===== config.mk =====
export PLATFORM = sky130hd
export DESIGN_NAME = result_sram_reader
export DESIGN_NICKNAME = d
export VERILOG_FILES = /design/src/rtl/result_sram_reader.sv
export SDC_FILE = /design/constraint.sdc
export NUM_CORES = 1
export LEC_CHECK = 0
export ABC_AREA = 1
export CAP_MARGIN = 20
export CORE_ASPECT_RATIO = 0.8
export CORE_MARGIN = 2
export CORE_UTILIZATION = 45
export DETAILED_ROUTE_END_ITERATION = 10
export GPL_TIMING_DRIVEN = 0
export PLACE_DENSITY_LB_ADDON = 0.1
export SLEW_MARGIN = 10
export SYNTH_ARGS = -nofsm -noshare
export SYNTH_HDL_FRONTEND = slang
export SYNTH_SLANG_ARGS = --single-unit

===== constraint.sdc =====
create_clock -name clk -period 1.72 [get_ports clk]
set_input_delay 0.172 -clock clk [delete_from_list [all_inputs] [get_ports clk]]
set_output_delay 0.172 -clock clk [all_outputs]
set_load 0.01 [all_outputs]

===== src/rtl/result_sram_reader.sv =====
// result_sram_reader: reads result rows from SRAM and streams them out
// one element per handshake, MSB slice first.
module result_sram_reader #(
  parameter int ARRAY_SIZE        = 8,
  parameter int OUTPUT_DATA_WIDTH = 16,
  parameter int ADDR_WIDTH        = 6
) (
  input  logic                                      clk,
  input  logic                                      srstn,
  input  logic                                      start,
  input  logic [ADDR_WIDTH:0]                       num_rows,
  output logic                                      busy,
  output logic                                      done,
  output logic [ADDR_WIDTH-1:0]                     sram_raddr,
  input  logic [ARRAY_SIZE*OUTPUT_DATA_WIDTH-1:0]   sram_rdata,
  output logic                                      out_valid,
  input  logic                                      out_ready,
  output logic [OUTPUT_DATA_WIDTH-1:0]              out_data,
  output logic [ADDR_WIDTH-1:0]                     out_row,
  output logic [$clog2(ARRAY_SIZE)-1:0]             out_col,
  output logic                                      out_last
);

  localparam int CW = $clog2(ARRAY_SIZE);
  localparam int W  = ARRAY_SIZE * OUTPUT_DATA_WIDTH;
  localparam logic [ADDR_WIDTH:0] MAX_ROWS =
    (ADDR_WIDTH+1)'(1) << ADDR_WIDTH;
  localparam logic [CW-1:0] LAST_COL = CW'(ARRAY_SIZE - 1);

  typedef enum logic [2:0] {
    S_IDLE,
    S_RD,
    S_CAP,
    S_DRAIN,
    S_FIN
  } state_t;

  state_t                state_q, state_d;
  logic [ADDR_WIDTH:0]   nrows_q, nrows_d;
  logic [ADDR_WIDTH-1:0] row_q, row_d;
  logic [ADDR_WIDTH-1:0] raddr_q, raddr_d;
  logic [CW-1:0]         col_q, col_d;
  logic [W-1:0]          buf_q, buf_d;

  logic hs;
  logic last_col;
  logic last_row;

  assign last_col = (col_q == LAST_COL);
  assign last_row = ({1'b0, row_q} ==
                     (nrows_q - (ADDR_WIDTH+1)'(1)));
  assign hs       = out_valid & out_ready;

  always_ff @(posedge clk) begin
    if (!srstn) begin
      state_q <= S_IDLE;
      nrows_q <= '0;
      row_q   <= '0;
      raddr_q <= '0;
      col_q   <= '0;
      buf_q   <= '0;
    end else begin
      state_q <= state_d;
      nrows_q <= nrows_d;
      row_q   <= row_d;
      raddr_q <= raddr_d;
      col_q   <= col_d;
      buf_q   <= buf_d;
    end
  end

  always_comb begin
    state_d = state_q;
    nrows_d = nrows_q;
    row_d   = row_q;
    raddr_d = raddr_q;
    col_d   = col_q;
    buf_d   = buf_q;
    unique case (state_q)
      S_IDLE: begin
        if (start) begin
          if (num_rows == '0) begin
            state_d = S_FIN;
          end else begin
            nrows_d = (num_rows > MAX_ROWS) ? MAX_ROWS : num_rows;
            raddr_d = '0;
            row_d   = '0;
            state_d = S_RD;
          end
        end
      end
      S_RD: state_d = S_CAP;
      S_CAP: begin
        buf_d   = sram_rdata;
        col_d   = '0;
        state_d = S_DRAIN;
      end
      S_DRAIN: begin
        if (hs) begin
          buf_d = buf_q << OUTPUT_DATA_WIDTH;
          col_d = last_col ? '0 : col_q + 1'b1;
          if (last_col) begin
            if (last_row) begin
              state_d = S_FIN;
            end else begin
              row_d   = row_q + 1'b1;
              raddr_d = row_q + 1'b1;
              state_d = S_RD;
            end
          end
        end
      end
      S_FIN: state_d = S_IDLE;
      default: state_d = S_IDLE;
    endcase
  end

  assign busy       = (state_q != S_IDLE);
  assign done       = (state_q == S_FIN);
  assign out_valid  = (state_q == S_DRAIN);
  assign out_data   = buf_q[W-1 -: OUTPUT_DATA_WIDTH];
  assign out_row    = row_q;
  assign out_col    = col_q;
  assign out_last   = last_row & last_col & out_valid;
  assign sram_raddr = raddr_q;

endmodule

Word level (Yosys, flattened, before mapping). Cells that the tools add are included.

Add/sub/neg operators: 3. $lt $le $gt $ge: 1. Equality and inequality tests: 11. Muxes and demuxes: 18. Bitwise gates (word level): 4. Reduce and logical (&&, ||, !) cells: 9.

Operators by type and width (number): 128-bit one-hot mux with 2 select lines (1); 128-bit 2-to-1 mux (1); 6-bit 2-to-1 mux (5); 3-bit 2-to-1 mux (7); 3-bit one-hot mux with 4 select lines (1); 6-bit one-hot mux with 2 select lines (1); 6-bit by 7-bit == test with 1-bit output (1); 7-bit greater-than comparator (second input constant) (1); 7-bit zero test (1); 7-bit 2-to-1 mux (1); 7-bit by 1-bit subtractor with 7-bit output (second input constant) (1); 6-bit by 1-bit adder with 6-bit output (second input constant) (1); 3-bit by 2-bit == test with 1-bit output (second input constant) (2); 3-bit == test (second input constant) (2); 2-bit != test (second input constant) (3); 3-bit one-hot mux with 2 select lines (1); 3-bit AND reduction (2); 6-bit AND reduction (1); 2-bit by 1-bit != test with 1-bit output (second input constant) (2); 2-bit nonzero test (2); 3-bit by 1-bit adder with 3-bit output (second input constant) (1); 1-bit AND (3); 3-bit by 1-bit == test with 1-bit output (second input constant) (1); 3-bit zero test (1); 3 further kinds (3).

Register bits after elaboration: 147. Input bits: 139.

Logic depth before layout (Yosys ltp).
Depth in word-level cells: 6. Depth in mapped cells: 14. Gate-level depth less buffers: 14.

Worst setup path after synthesis. OpenSTA, ideal clock, no wires.

Path kind: register to register. Start point: register col_q[0], in the netlist out_col[0]. End point: register raddr_q[1], in the netlist sram_raddr[1]. Setup time: 133 ps. Arrival time: 1533 ps. Data required time: 1587 ps. Setup slack: 55 ps. Cell stages (with the launch flop): 10. Path buffers: 0. Period minus slack after synthesis: 1665 ps. Cells stage by stage: dfxtp_1 ha_1 ha_1 nand2_1 nand2_1 o21ai_0 a21oi_2 nand3_1 nand2_1 a21oi_1.

Word-level cells in the longest chain between the ends: 3.

Ends and longest elaborated chain: start, declared (RTL line 42) `logic [CW-1:0] col_q, col_d;`; start signal, assigned (RTL line 67) `col_q <= col_d;`; 3-bit == test (RTL line 49) `assign last_col = (col_q == LAST_COL);`; 2-bit by 1-bit != test with 1-bit output (no source line); 6-bit AND reduction (no source line); end signal, assigned (RTL line 66) `raddr_q <= raddr_d;`; end, declared (RTL line 41) `logic [ADDR_WIDTH-1:0] raddr_q, raddr_d;`.

No other way between the ends. A chain may end at the register's enable or synchronous reset.

Worst setup path in the final report.
Start point: register nrows_q[0]. End point: output port out_last.

Word-level cells in the longest chain between the ends: 4.

Ends and longest elaborated chain: start, declared (RTL line 39) `logic [ADDR_WIDTH:0] nrows_q, nrows_d;`; start signal, assigned (RTL line 64) `nrows_q <= nrows_d;`; 7-bit by 1-bit subtractor with 7-bit output (RTL line 51) `(nrows_q - (ADDR_WIDTH+1)'(1)));`; 6-bit by 7-bit == test with 1-bit output (RTL line 50) `assign last_row = ({1'b0, row_q} ==`; 1-bit AND (2 in series) (RTL line 124) `assign out_last = last_row & last_col & out_valid;`; end, declared (RTL line 21) `output logic out_last`.

No other way between the ends.

==> metrics.txt <==
outcome=complete, but fails checks; failing checks=setup timing; Yosys warnings=0; clock-pin transition on the worst setup and hold timing paths=about 60 ps; CP Class=reg -> out; CP required=about 1600 ps; core area=14200 sq um; Simple-Gate Fraction of Synth Area=21.1%; hold crit path type=in -> reg; row count=39; Rel. slew slack=between 50 and 60%; dominant synthesized flop cell=dfxtp_1; Synth area leader=dfxtp_1; DP HPWL=14.7 mm; Clock Skew=approximately 9.0 ps; combinational family with the most area after synthesis=compound AO/OA/AOI/OAI gates; H-tree levels=4; post-synthesis sequential area ratio=around 45%; power per cell area=1460 nW/um^2; Critical Path Start Type=register; # IOs=174; I/O Buffers=173; Total GRT Usage=about a quarter; f_max=around 0.47 GHz; Fin. Hold Viols=0; DR DRC count=0; CTS buffer count=17; Cells after Synth=~900; R2R depth=14; CTS tree=done; first-pass GRT wire length=around 32 mm; initial antenna violation count=0; Final Slew Violations=0; Leakage Power=approximately 3.8 nW; initial core utilization=a little under half; Adder-Cell Fraction of Synth Area=0.769%; most instantiated cells after synthesis=309 x nand2_1, 147 x dfxtp_1, 114 x a31oi_1; post-route total power=about 14 mW; Seq cells post-synth=147; asr flop ratio synth=0%; Antenna diodes=0; Crit. End Element=primary output; final worst-path cycle share=123%; R2R setup slack=-180 ps; area share of the largest cell type after synthesis=45.2%; Clock Tree Buf Depth=2; Routed WL=between 20 and 25 mm; Mapped Area=between 6000 and 7000 sq um; count leader, synth=nand2_1; Vias/cell=roughly 5.3; Synth-to-Final Area Change=46.1%; final worst setup slack=-401 ps; Worst Tran Pin Value=just under 700 ps; fin crit period=~2100 ps; Setup violations, final=8; Mapped Nets=1039; Compound-Gate Fraction of Synth Area=23.4%; Worst Hold Endpoint=buf_q[12]$_SDFFE_PN0P_; Clock Root Buffer=clkbuf_16; Post-Synth XOR/XNOR Area=less than 1%; Syn Area/Cell=7.26 sq um; Worst Path Arrival=1950 ps; Max rail drop VDD=around 0.00082 V; Sink Count=147; First-pass DRT Iterations=4; critical path fanouts, max=3; post-DR wirelength/cell=roughly 16 microns; number of synthesized flops with an enable pin=0; Worst-Skew Late Latency=approximately 430 ps; share of post-route cells with drive strength above 1=approximately 15%; cts hold-fix bufs=0; Worst R2R End=sram_raddr[4]$_SDFFE_PN0P_; GPL Wtd Cong=0.863; leading post-synthesis cells by cell area=dfxtp_1 45%, nand2_1 18%, a31oi_1 11%; synth unique cells=25; maxcap violations=0; Die Wd=about 140 microns; vias in the first global route=about 6400; beginning of the worst hold path=sram_rdata[12]; hold depth=3; pin count of the biggest net entering global routing=17; grt total ovfl=0; vias post-DR=6890; Layout Nets=around 1300; Reg-to-Reg Start=nrows_q[0]$_SDFFE_PN0P_; Min Hold Slack=294 ps; post-synthesis mux area share=0%; Routed Antenna Nets=0; RSZ-0062 raised after global routing=true; Die H=around 110 microns; Starting DRT DRC Count=about 570; DIE AREA=15400 sq um
## layer usage
| layer | up-vias | GRT usage (%) | wire (microns) |
|---|---|---|---|
| li1 | 3468 | - | - |
| met1 | 3136 | 36.3 | 9580 |
| met2 | 258 | 41.3 | 9210 |
| met3 | 28 | 4.99 | 1410 |
| met4 | 0 | 7.28 | 260 |
| met5 | - | 0 | 0 |
## per-stage QoR
step | instances | utilization [%] | TNS [ps] | setup WS (ps) | cell area, sq um
after global routing | 1306 | 67.0 | -2060 | -487 | 9510
after CTS | 1293 | 65.1 | -391 | -384 | 9240
final | 1306 | 67.0 | -1230 | -401 | 9510
after detailed placement | 1253 | 59.7 | -28280 | -534 | 8470
after floorplan | 896 | - | 0 | 54.8 | 6510
after global placement | 1253 | 59.7 | -24120 | -534 | 8470
## state kept, by name, indices dropped and copies added, names as in the netlist
name and flops:
state_q 3, buf_q 128, sram_raddr 6, out_col 3, nrows_q 7
## worst max-delay path by stage
stage                                 endpoint  cells after the start  slack, ps                    start
global placement                      out_last                     11       -530  nrows_q[0]$_SDFFE_PN0P_
finish                                out_last                     11       -400  nrows_q[0]$_SDFFE_PN0P_
CTS                                   out_last                     11       -380  nrows_q[0]$_SDFFE_PN0P_
detailed placement                    out_last                     11       -530  nrows_q[0]$_SDFFE_PN0P_
floorplan           sram_raddr[1]$_SDFFE_PN0P_                      9         50  out_col[0]$_SDFFE_PN0P_
global route                          out_last                     11       -490  nrows_q[0]$_SDFFE_PN0P_
## kinds of logic after synthesis
group           count (synthesis)
compound gates                269
buf+inv                       118
xor+xnor                        4
fa+ha+maj                       4
simple gates                  354
flops                         147
## critical path, stage by stage, from the launching register on
cell and delay, ps:
dfxtp_4 360, inv_4 50, ha_4 260, inv_1 30
nand2_1 50, nand2_1 50, nor2_1 100, nand3_1 90
nor2_2 130, nand3_2 120, nor2_2 120, buf_2 150
## cell type report
class / count / area (sq um)
Buffer: 88 / 541
Clock inverter: 13 / 150
Timing Repair inverter: 1 / 6.26
Timing Repair Buffer: 194 / 1950
Multi-Input combinational cell: 631 / 3090
Fill cell: 1267 / 4690
Clock buffer: 19 / 453
Sequential cell: 147 / 2960
Tap cell: 184 / 230
Inverter: 29 / 123
## where the power goes
part | switching [mW] | leakage (nW) | internal [mW]
Sequential | 0.714 | 1.21 | 4.60
Clock | 1.53 | 0.278 | 2.23
Combinational | 2.57 | 2.35 | 2.26
## cell usage in the layout, fill, tap and decap left out, types with 6 or more instances in the layout
cell,count
o21ai_1,31
a31oi_1,113
a21oi_1,26
a21oi_2,7
nand3_1,14
inv_1,22
a211oi_1,7
clkbuf_2,13
clkbuf_1,23
clkdlybuf4s50_1,168
nand2_1,302
buf_2,12
nor2_1,16
o21ai_0,81
nand2_2,6
buf_4,48
clkinvlp_4,6
dfxtp_2,8
clkbuf_16,20
dfxtp_1,136
## what timing repair did
item | 4_1_cts | 5_1_grt
setup buffers | 8 | 10
pin swaps | 4 | 8
setup endpoints to repair | 128 | 134
cloned | 0 | 4
resized for setup | 57 | 49
Note: power is estimated with default switching activity, not from simulation.
